File: config.mk
export PLATFORM = sky130hd
export DESIGN_NAME = fpf_dec_sched
export DESIGN_NICKNAME = d
export VERILOG_FILES = /design/src/rtl/fpf_dec_sched_pkg.sv /design/src/rtl/fpf_dec_sched_wt_sel.sv /design/src/rtl/fpf_dec_sched.sv
export SDC_FILE = /design/constraint.sdc
export NUM_CORES = 1
export LEC_CHECK = 0
export CORE_ASPECT_RATIO = 0.9
export CORE_MARGIN = 2
export CORE_UTILIZATION = 40
export DETAILED_ROUTE_END_ITERATION = 8
export PLACE_DENSITY = 0.76
export SETUP_SLACK_MARGIN = 0.3
export SLEW_MARGIN = 20
export SYNTH_ARGS = -nofsm -noshare
export SYNTH_HDL_FRONTEND = slang
export SYNTH_HIERARCHICAL = 1
export SYNTH_SLANG_ARGS = --single-unit
File: constraint.sdc
create_clock -name clk -period 5.3 [get_ports clk]
set_input_delay 0.795 -clock clk [delete_from_list [all_inputs] [get_ports clk]]
set_output_delay 0.795 -clock clk [all_outputs]
set_load 0.005 [all_outputs]
File: src/rtl/fpf_dec_sched_pkg.sv
// Shared FPF constants: Fibonacci weights FNS(1..21) and the width that holds their full sum.
package fpf_dec_sched_pkg;

  localparam int unsigned FNS01 = 1;
  localparam int unsigned FNS02 = 2;
  localparam int unsigned FNS03 = 3;
  localparam int unsigned FNS04 = 5;
  localparam int unsigned FNS05 = 8;
  localparam int unsigned FNS06 = 13;
  localparam int unsigned FNS07 = 21;
  localparam int unsigned FNS08 = 34;
  localparam int unsigned FNS09 = 55;
  localparam int unsigned FNS10 = 89;
  localparam int unsigned FNS11 = 144;
  localparam int unsigned FNS12 = 233;
  localparam int unsigned FNS13 = 377;
  localparam int unsigned FNS14 = 610;
  localparam int unsigned FNS15 = 987;
  localparam int unsigned FNS16 = 1597;
  localparam int unsigned FNS17 = 2584;
  localparam int unsigned FNS18 = 4181;
  localparam int unsigned FNS19 = 6765;
  localparam int unsigned FNS20 = 10946;
  localparam int unsigned FNS21 = 17711;

  // Sum of all 21 weights is 46366, so 16 bits never overflow.
  localparam int unsigned FBLEN21 = 16;

  typedef enum logic [1:0] {
    ST_IDLE   = 2'd0,
    ST_DECODE = 2'd1,
    ST_OUT    = 2'd2
  } state_t;

endpackage

File: src/rtl/fpf_dec_sched_wt_sel.sv
// Weight lookup: bit index 0..20 -> FNS(index+1); anything else yields zero.
module fpf_wt_sel_21
  import fpf_dec_sched_pkg::*;
#(
  parameter int unsigned DW = FBLEN21
) (
  input  logic [4:0]    idx_i,
  output logic [DW-1:0] wt_o
);

  always_comb begin
    wt_o = '0;
    case (idx_i)
      5'd0:  wt_o = DW'(FNS01);
      5'd1:  wt_o = DW'(FNS02);
      5'd2:  wt_o = DW'(FNS03);
      5'd3:  wt_o = DW'(FNS04);
      5'd4:  wt_o = DW'(FNS05);
      5'd5:  wt_o = DW'(FNS06);
      5'd6:  wt_o = DW'(FNS07);
      5'd7:  wt_o = DW'(FNS08);
      5'd8:  wt_o = DW'(FNS09);
      5'd9:  wt_o = DW'(FNS10);
      5'd10: wt_o = DW'(FNS11);
      5'd11: wt_o = DW'(FNS12);
      5'd12: wt_o = DW'(FNS13);
      5'd13: wt_o = DW'(FNS14);
      5'd14: wt_o = DW'(FNS15);
      5'd15: wt_o = DW'(FNS16);
      5'd16: wt_o = DW'(FNS17);
      5'd17: wt_o = DW'(FNS18);
      5'd18: wt_o = DW'(FNS19);
      5'd19: wt_o = DW'(FNS20);
      5'd20: wt_o = DW'(FNS21);
      default: wt_o = '0;
    endcase
  end

endmodule

File: src/rtl/fpf_dec_sched.sv
// Round-robin shared FPF decoder: grants one requester, decodes one bit per cycle, holds the result.
module fpf_dec_sched
  import fpf_dec_sched_pkg::*;
#(
  parameter int unsigned NCH = 4,
  parameter int unsigned CW  = 21,
  parameter int unsigned DW  = FBLEN21
) (
  input  logic                    clk,
  input  logic                    rst_n,
  input  logic [NCH-1:0]          req_valid,
  input  logic [NCH*CW-1:0]       req_code,
  output logic [NCH-1:0]          req_ready,
  output logic                    out_valid,
  output logic [DW-1:0]           out_data,
  output logic [$clog2(NCH)-1:0]  out_ch,
  input  logic                    out_ready,
  output logic                    busy
);

  localparam int unsigned CHW  = $clog2(NCH);
  localparam int unsigned CNTW = $clog2(CW);

  state_t          state_q, state_d;
  logic [CW-1:0]   code_q, code_d;
  logic [CNTW-1:0] cnt_q, cnt_d;
  logic [DW-1:0]   acc_q, acc_d;
  logic [DW-1:0]   out_data_q, out_data_d;
  logic [CHW-1:0]  out_ch_q, out_ch_d;
  logic [CHW-1:0]  last_q, last_d;

  logic            grant_vld;
  logic [CHW-1:0]  grant_idx;
  logic [CHW-1:0]  cand;
  logic [DW-1:0]   wt;
  logic [DW-1:0]   addend;

  fpf_wt_sel_21 #(.DW(DW)) u_wt_sel (
    .idx_i (5'(cnt_q)),
    .wt_o  (wt)
  );

  assign addend = code_q[cnt_q] ? wt : '0;

  // Search starts one past the last grant; CHW-bit wrap gives the modulo since NCH is a power of two.
  always_comb begin
    grant_vld = 1'b0;
    grant_idx = '0;
    cand      = '0;
    for (int unsigned i = 1; i <= NCH; i++) begin
      cand = last_q + CHW'(i);
      if (!grant_vld && req_valid[cand]) begin
        grant_vld = 1'b1;
        grant_idx = cand;
      end
    end
  end

  always_comb begin
    state_d    = state_q;
    code_d     = code_q;
    cnt_d      = cnt_q;
    acc_d      = acc_q;
    out_data_d = out_data_q;
    out_ch_d   = out_ch_q;
    last_d     = last_q;
    req_ready  = '0;
    case (state_q)
      ST_IDLE: begin
        if (grant_vld && rst_n) begin
          req_ready[grant_idx] = 1'b1;
          code_d   = req_code[grant_idx*CW +: CW];
          out_ch_d = grant_idx;
          last_d   = grant_idx;
          acc_d    = '0;
          cnt_d    = '0;
          state_d  = ST_DECODE;
        end
      end
      ST_DECODE: begin
        acc_d = acc_q + addend;
        cnt_d = cnt_q + 1'b1;
        if (cnt_q == CNTW'(CW - 1)) begin
          out_data_d = acc_q + addend;
          cnt_d      = '0;
          state_d    = ST_OUT;
        end
      end
      ST_OUT: begin
        if (out_ready) state_d = ST_IDLE;
      end
      default: state_d = ST_IDLE;
    endcase
  end

  always_ff @(posedge clk or negedge rst_n) begin
    if (!rst_n) begin
      state_q    <= ST_IDLE;
      code_q     <= '0;
      cnt_q      <= '0;
      acc_q      <= '0;
      out_data_q <= '0;
      out_ch_q   <= '0;
      last_q     <= CHW'(NCH - 1);
    end else begin
      state_q    <= state_d;
      code_q     <= code_d;
      cnt_q      <= cnt_d;
      acc_q      <= acc_d;
      out_data_q <= out_data_d;
      out_ch_q   <= out_ch_d;
      last_q     <= last_d;
    end
  end

  assign out_valid = (state_q == ST_OUT);
  assign busy      = (state_q != ST_IDLE);
  assign out_data  = out_data_q;
  assign out_ch    = out_ch_q;

endmodule

# Yosys cells after proc, flatten, opt, wreduce, memory -nomap -nowiden

Memories as Yosys holds them, arrays and structs flattened.
Cells that the tools add are included.

Bits in registers: 64
Bits in latches: 0
RAM bits: 0
Bits in read-only memories: 480
Output and inout port bits: 24
Word-level logic and storage cells: 75
Memories kept: 1

Memories:

| name            | depth | bits a word | read ports | clocked after memory_dff | write ports | line                       | source |
|---|---|---|---|---|---|---|---|
| (no name shown) | 32    | 15          | 1          | 0                        | 0           | fpf_dec_sched_wt_sel.sv:13 | `case (idx_i)` |

$add $sub $neg: 5
Multipliers: 1
Divide/modulo/power cells: 0
$lt $le $gt $ge: 7
Equal/unequal tests: 6
Shifts and indexed selects: 1
Mux-type cells: 32
Bitwise gates (word level): 0
Reduce and logical (&&, ||, !) cells: 15

Operator list:

| kind                                                                          | count |
|---|---|
| 84-bit by 8-bit variable part select with 21-bit output                       | 1 |
| 16-bit 2-to-1 mux                                                             | 2 |
| 16-bit case mux with 2 select lines                                           | 1 |
| 16-bit adder                                                                  | 1 |
| 2-bit by 3-bit less-than comparator with 1-bit output (second input constant) | 5 |
| 2-bit 2-to-1 mux                                                              | 7 |
| 1-bit 2-to-1 mux                                                              | 10 |
| 5-bit 2-to-1 mux                                                              | 2 |
| 5-bit case mux with 2 select lines                                            | 1 |
| 1-bit binary-select mux with 2-bit select                                     | 4 |
| 4-bit 2-to-1 mux                                                              | 2 |
| 2-bit by 5-bit multiplier with 7-bit output (second input constant)           | 1 |
| 5-bit by 6-bit less-than comparator with 1-bit output (second input constant) | 1 |
| 2-bit case mux with 3 select lines                                            | 1 |
| 2-bit AND reduction                                                           | 3 |
| 5-bit by 1-bit adder with 5-bit output (second input constant)                | 1 |
| 1-bit binary-select mux with 5-bit select                                     | 1 |
| 5-bit equality test (second input constant)                                   | 1 |
| 1-bit logical AND                                                             | 5 |
| 2-bit adder (second input constant)                                           | 2 |
| 2-bit != test (second input constant)                                         | 2 |
| 2-bit nonzero test                                                            | 2 |
| 1-bit logical NOT                                                             | 3 |
| 3-bit AND reduction                                                           | 1 |
| 7 further kinds                                                               | 7 |

# Depth between registers and ports, before layout

Gate-level depths: netlist of run 1.

Depth in word-level cells: 19
Depth in mapped cells: 17

# Hierarchy

The synthesis of run 1 kept the hierarchy.

Modules (own cells, without submodules):

| module        | times used | cells each | area an instance (um^2) |
|---|---|---|---|
| fpf_dec_sched | 1          | 481        | 4,237.8 |
| fpf_wt_sel_21 | 1          | 76         | 521.8 |

# Worst setup path before layout of run 1

No wires, ideal clock.

Path type: register -> register
From: reg cnt_q[1]
To: reg out_data_q[15] (netlist: out_data[15])
Library setup time: 0.092 ns
Data arrival time: 3.802 ns
Data required time: 5.208 ns
Setup slack: 1.407 ns
Cell stages (with the launch flop): 17
Clock period less this slack: 3.893 ns
Path through: dfrtp_1 > buf_6 > mux4_1 > mux4_2 > nand2b_2 > nand2_1 > clkbuf_1 > nand2_1 > inv_1 > ha_1 > a211oi_1 > o21ai_0 > o2111ai_1 > nor3b_1 > or3_4 > and3_4 > o31ai_2

Word-level cells in the longest chain between the ends: 4

RTL lines:

| what                                      | line                 | source |
|---|---|---|
| start: declaration                        | fpf_dec_sched.sv:26  | `logic [CNTW-1:0] cnt_q, cnt_d;` |
| start signal: assignment                  | fpf_dec_sched.sv:108 | `cnt_q <= cnt_d;` |
| 1-bit binary-select mux with 5-bit select | fpf_dec_sched.sv:43  | `assign addend = code_q[cnt_q] ? wt : '0;` |
| 1-bit 2-to-1 mux (implied by the code)    | fpf_dec_sched.sv:43  |  |
| 16-bit 2-to-1 mux                         | fpf_dec_sched.sv:43  |  |
| 16-bit adder                              | fpf_dec_sched.sv:84  | `out_data_d = acc_q + addend;` |
| end signal: assignment                    | fpf_dec_sched.sv:110 | `out_data_q <= out_data_d;` |
| end: declaration                          | fpf_dec_sched.sv:28  | `logic [DW-1:0] out_data_q, out_data_d;` |

Parallel ways exist; a longest one is shown, timed or not. The select of a mux whose other input is x is not followed.
A chain may end at the register's enable or synchronous reset.

# Final worst setup path of run 1

Ends and elaborated chain as after synthesis.

==> results of run 1 <==
worst register-to-register path: stages, from the launching register on:
cell	delay (ns)
dfrtp_1	0.65
mux4_1	0.63
mux4_2	0.47
nand2b_2	0.10
nand2_1	0.22
and2_1	0.26
ha_1	0.34
o211ai_1	0.10
o21ai_0	0.41
o2111ai_1	0.23
nor3b_1	0.21
or3_4	0.40
and3_4	0.18
o31ai_2	0.20
path summary, 6_finish.rpt:
path	slack, ns	end	start
worst min-delay path	0.47	out_data[3]$_DFFE_PN0P_	out_data[3]$_DFFE_PN0P_
worst max register to register	0.83	out_data[15]$_DFFE_PN0P_	cnt_q[1]$_DFFE_PN0P_
worst max-delay path	0.83	out_data[15]$_DFFE_PN0P_	cnt_q[1]$_DFFE_PN0P_
min in group asynchronous	0.66	out_data[15]$_DFFE_PN0P_	rst_n
worst min register to register	0.47	out_data[3]$_DFFE_PN0P_	out_data[3]$_DFFE_PN0P_
max in group asynchronous	4.08	cnt_q[2]$_DFFE_PN0P_	rst_n
registers in the layout, indices dropped and copies added, names as in the netlist:
| signal | count |
|---|---|
| code_q | 21 |
| out_data | 16 |
| last_q | 2 |
| state_q | 2 |
| cnt_q | 5 |
| acc_q | 16 |
| out_ch | 2 |
where the power goes:
| group | internal, uW | switching (uW) |
|---|---|---|
| sequential | 712 | 226 |
| combinational | 806 | 859 |
| clock | 342 | 226 |
| total | 1860 | 1310 |
cells by family (layout without fill, tap and decap cells):
family                     Yosys count  after routing  synth area share (%)
AOI/OAI and AO/OA                  156            156                 19.19
xor gates and xnor gates            12             12                 2.208
adders and majority gates           24             24                 6.467
buffers and inverters               56            153                 5.153
DFF                                 64             64                 33.70
muxes                               55             55                 13.70
other                                1              1               0.07879
and+or+nand+nor                    189            189                 19.51
through the flow:
stage                     cells  setup slack (ns)  power, uW
after floorplan             557             1.407       2126
after global placement      794             1.040       2534
after detailed placement    794            0.8756       2613
after CTS                   810            0.8390       3188
after global routing        810            0.4831       3462
final                       810            0.8287       3171
final cells by class:
class	instances	area share, %
tap	156	3.114
inverter	19	1.138
sequential	64	25.61
timing repair buffer	118	18.60
multi-input combinational	437	46.99
clock inverter	4	0.4591
clock buffer	12	4.092
layout by cell type (no fill, tap or decap), drive strengths merged, types with 7 or more instances in the layout:
master         count
nor2b              9
nand3             17
dfrtp             62
inv               19
a21oi             27
nand2             91
clkbuf            12
ha                23
xor2               7
o21ai             84
nand2b            12
and2              14
a21o               7
mux2i             28
mux2              22
clkdlybuf4s50    113
nor2              18
layer usage:
metal / global-route usage, % / share of wire (%) / up-vias
met5: 0 / 0 / -
met4: 7.908 / 2.3 / 0
met3: 5.244 / 6.3 / 18
met2: 34.11 / 49 / 141
met1: 22.35 / 43 / 2007
li1: - / - / 2152
==> impl_metrics.tcl, run 1 <==
set metrics [dict create \
    fill_cells 1041 \
    routed_wl_mm 11.94 \
    place.detailed.hpwl_mm 9.133 \
    max_freq_mhz 223.6 \
    irDropWorstVdd_v 0.0002125 \
    vias 4318 \
    dpl_cell_area_um2 5982 \
    cts_tree "yes" \
    gp_congestion 0.8815 \
    fp.dieW_um 119.0 \
    critPathMaxFanout 15 \
    reg2reg_depth 13 \
    cap_violations 0 \
    pin_count 115 \
    power_density_nw_per_um2 505.8 \
    fin_setup_tns_ns 0 \
    skew_ns 0.007964 \
    slew_viol_final 0 \
    start_util_pct 41.29 \
    worstMarginPinSlew_ns 0.9946 \
    nets 764 \
    drcViolationCount 0 \
    die_height_um 107.5 \
    port_buffers 114 \
    yosysWarnings 6 \
    avgSynthCellArea_um2 8.545 \
    drive_gt1_share_pct 9.174 \
    die-area_um2 12790 \
    stdcell_area_um2 6269 \
    clock_sinks 64 \
    ys.flop_type "dfrtp_1" \
    slew_headroom_pct 33.69 \
    synth_edf_count 0 \
    dr.pass1.iters 4 \
    critPathLaunchType "flip-flop" \
    synth.cell_area_um2 4760 \
    yosysMostFrequentCell "nand2_1" \
    ys_seq_area_share_pct 33.70 \
    clk-insertion-delay-late_ns 0.34 \
    ant_nets 0 \
    layout-area-overhead-vs-synth_pct 31.70 \
    clk_path_buf_depth 2 \
    rsz0062_at_grt "no" \
    async_reset_ff_share_pct 100.0 \
    multi_input_area_um2 2945 \
    grt_pass1_wl_mm 20.00 \
    rows 37 \
    hold_violations 0 \
    ys_types 63 \
    grt_usage_pct 19.38 \
    grt_max_degree 66 \
    min_period_over_period_pct 84.36 \
    status "completed" \
    synthTopCellsByArea "dfrtp_1 (33%), o21ai_0 (8.5%), nand2_1 (7.2%), ha_1 (6.0%), mux2i_1 (5.9%)" \
    critPathSlowestCell "dfrtp_1" \
    drt_iter0_drc 233 \
    antenna_found_initial 0 \
    cp.arrival_ns 4.72 \
    synth.largest_area_cell "dfrtp_1" \
    hold_class "flip-flop to flip-flop" \
    core_area_um2 11530 \
    cts_made_buffers 9 \
    crit_chain "mux4_1 > mux4_2 > nand2b_2 > nand2_1 > and2_1 > ha_1 > o211ai_1 > o21ai_0 > o2111ai_1 > nor3b_1 > or3_4 > and3_4 > o31ai_2" \
    grt_overflow 0 \
    synth_seq_cells 64 \
    end_kind "flip-flop" \
    diodes 0 \
    post-route-util_pct 54.38 \
    syn_inst 557 \
    syn_nets 672 \
    cp.depth 13 \
    grt_pass1_vias 4322 \
    timing.hold.ws_ns 0.4734 \
    cts_root_buf "clkbuf_16" \
    fin_crit_ns 4.471 \
    cts_resized 0 \
    synth_top_area_share_pct 32.60 \
    slowest_delay_ns 0.65 \
    layout.area.seq_um2 1605 \
    wl_per_cell_um 14.74 \
    crit_type "flip-flop to flip-flop" \
    postCtsHoldBufs 0 \
    via_per_inst 5.331 \
    cp_top_family "simple AND/OR/NAND/NOR gates" \
    path_clk_slew_ns 0.06 \
    critPathBufInv 0 \
    min_path_cells 2 \
    p_leak_uw 0.002728 \
    cts_htree_levels 3 \
    postCtsSetupRepairBufs 0 \
    synthTopCellsByCount "nand2_1 (91), o21ai_0 (81), dfrtp_1 (62), mux2i_1 (28), a21oi_1 (27)" \
    setup-violations-final 0 \
    required_ns 5.55 \
]
Note: power is estimated with default switching activity, not from simulation.
==> inputs of run 2 (changes only) <==
- PLACE_DENSITY: 0.76 -> 0.78
- clock period: 5.3 -> 3.95 ns (I/O delays scaled with it)
==> run 2 against run 1 <==
  * Hold slack gained 0.0019 ns
  * First-iteration DRC count grew 14%
  * Critical path type unchanged
  * Highest routed layer unchanged
  * Critical endpoint is now out_data[14]$_DFFE_PN0P_
  * Maximum frequency grew 22%
  * Sequential share of layout area shrank 2.2 points
  * Combinational power grew 86%
==> impl_metrics.tcl, run 2 (synthesis gave the netlist of run 1 again) <==
set metrics [dict create \
    status "completed" \
    layout-area-overhead-vs-synth_pct 44.06 \
    hold_class "flip-flop to flip-flop" \
    setup-violations-final 0 \
    end_kind "flip-flop" \
    port_buffers 114 \
    drive_gt1_share_pct 20.50 \
    nets 793 \
    grt_overflow 0 \
    critPathSlowestCell "mux4_2" \
    core_area_um2 11530 \
    cp_top_family "multiplexers" \
    cts_htree_levels 3 \
    vias 4551 \
    critPathLaunchType "flip-flop" \
    slowest_delay_ns 0.51 \
    critPathMaxFanout 8 \
    fin_ws_ns 0.2723 \
    slew_headroom_pct 31.90 \
    diodes 0 \
    min_period_over_period_pct 93.11 \
    antenna_found_initial 0 \
    crit_type "flip-flop to flip-flop" \
    crit_chain "buf_12 > mux4_2 > mux4_2 > nand2b_4 > nand2_8 > and2_4 > ha_4 > inv_2 > fa_2 > nor2b_2 > o21ai_2 > a21oi_2 > o211ai_1 > buf_4 > buf_4 > a21oi_2 > nor3b_1 > o31ai_1" \
    ant_nets 0 \
    wl_per_cell_um 15.77 \
    multi_input_area_um2 3259 \
    rsz0062_at_grt "yes" \
    grt_pass1_wl_mm 20.90 \
    cts_made_buffers 9 \
    grt_usage_pct 20.22 \
    skew_ns 0.006444 \
    fin_setup_tns_ns 0 \
    drt_iter0_drc 266 \
    clock_sinks 64 \
    die-area_um2 12790 \
    hold_violations 0 \
    routed_wl_mm 13.23 \
    required_ns 4.14 \
    die_height_um 107.5 \
    dr.pass1.iters 4 \
    cap_violations 0 \
    layout.area.seq_um2 1605 \
    layout_commonest_cell "clkdlybuf4s50_1" \
    via_per_inst 5.424 \
    fill_cells 956 \
    irDropWorstVdd_v 0.0002900 \
    pin_count 115 \
    fin_crit_ns 3.678 \
    cp.arrival_ns 3.87 \
    power_density_nw_per_um2 753.1 \
    gp_congestion 0.9314 \
    p_leak_uw 0.002900 \
    path_clk_slew_ns 0.06 \
    cts_root_buf "clkbuf_16" \
    grt_max_degree 65 \
    postCtsHoldBufs 0 \
    slew_viol_final 0 \
    worstMarginPinSlew_ns 1.022 \
    max_freq_mhz 271.9 \
    clk-insertion-delay-late_ns 0.33 \
    top_register "code_q" \
    layout_common_cells "clkdlybuf4s50_1 (113), nand2_1 (88), o21ai_0 (78)" \
    drcViolationCount 0 \
    rows 37 \
    fp.dieW_um 119.0 \
    cts_tree "yes" \
    clk_path_buf_depth 2 \
    pre_cts_slack_ns 0.1296 \
    grt_pass1_vias 4453 \
    critPathBufInv 4 \
    place.detailed.hpwl_mm 9.325 \
    power_uw 5164 \
    largest_reg_flops 21 \
    start_util_pct 41.29 \
]
==> run 2: cell count changes in the layout (fill, tap and decap cells not counted), moves of 7 or more <==
cell	change
a21oi_1	-8
ha_1	-14
a21oi_2	+7
buf_4	+25
ha_4	+11
==> run 2: area by class of cell <==
class / count / area share [%]
multi-input combinational: 438 / 47.54
sequential: 64 / 23.41
timing repair buffer: 146 / 20.42
clock buffer: 9 / 3.285
tap: 156 / 2.847
clock inverter: 7 / 1.405
inverter: 19 / 1.095
==> run 2: worst min-delay path, cell delays in order (launching register included) <==
cell	delay [ns]
dfrtp_1	0.34
nand2_1	0.04
o21ai_0	0.06
==> run 2: path summary, 6_finish.rpt <==
check                                        startpoint                  endpoint  slack, ns  cells after the start
worst max-delay path               cnt_q[1]$_DFFE_PN0P_  out_data[14]$_DFFE_PN0P_       0.27                     18
worst min-delay path            out_data[5]$_DFFE_PN0P_   out_data[5]$_DFFE_PN0P_       0.48                      2
worst max register to register     cnt_q[1]$_DFFE_PN0P_  out_data[14]$_DFFE_PN0P_       0.27                     18
worst min register to register  out_data[5]$_DFFE_PN0P_   out_data[5]$_DFFE_PN0P_       0.48                      2
max in group asynchronous                         rst_n      cnt_q[1]$_DFFE_PN0P_       2.88                      2
min in group asynchronous                         rst_n   out_data[0]$_DFFE_PN0P_       0.50                      2
==> run 2: power breakdown <==
| group | switching (uW) | internal (uW) | leakage [uW] | total (uW) |
|---|---|---|---|---|
| clock network | 306 | 553 | 0.000159 | 859 |
| registers | 243 | 957 | 0.000806 | 1200 |
| logic | 1550 | 1560 | 0.00193 | 3110 |
==> run 2: metal layers <==
layer  global-route usage (%)  up-vias  part of all wire [%]
met4                    7.313        0                   1.9
met5                        0        -                     0
met2                    34.89      169                    49
met1                    24.74     2142                    43
li1                         -     2213                     -
met3                    4.714       27                   6.4
==> run 2: timing repair <==
item                                    in CTS  in global routing
pin swaps                                    5                 25
endpoints found under the hold margin        0                  0
endpoints found under the setup margin      10                 12
setup buffers                                4                 19
gates cloned                                 0                  1
gates resized for setup                      7                 41
==> run 2: stage by stage <==
step,std cells,instance area (um2),hold slack (ns),utilization (%)
3_3_place_gp,799,6100,0.4610,52.91
5_1_grt,839,6857,0.4978,59.48
4_1_cts,819,6485,0.4816,56.26
6_report,839,6857,0.4753,59.48
3_5_place_dp,799,6100,0.4693,52.91
2_1_floorplan,557,4851,0.2969,-
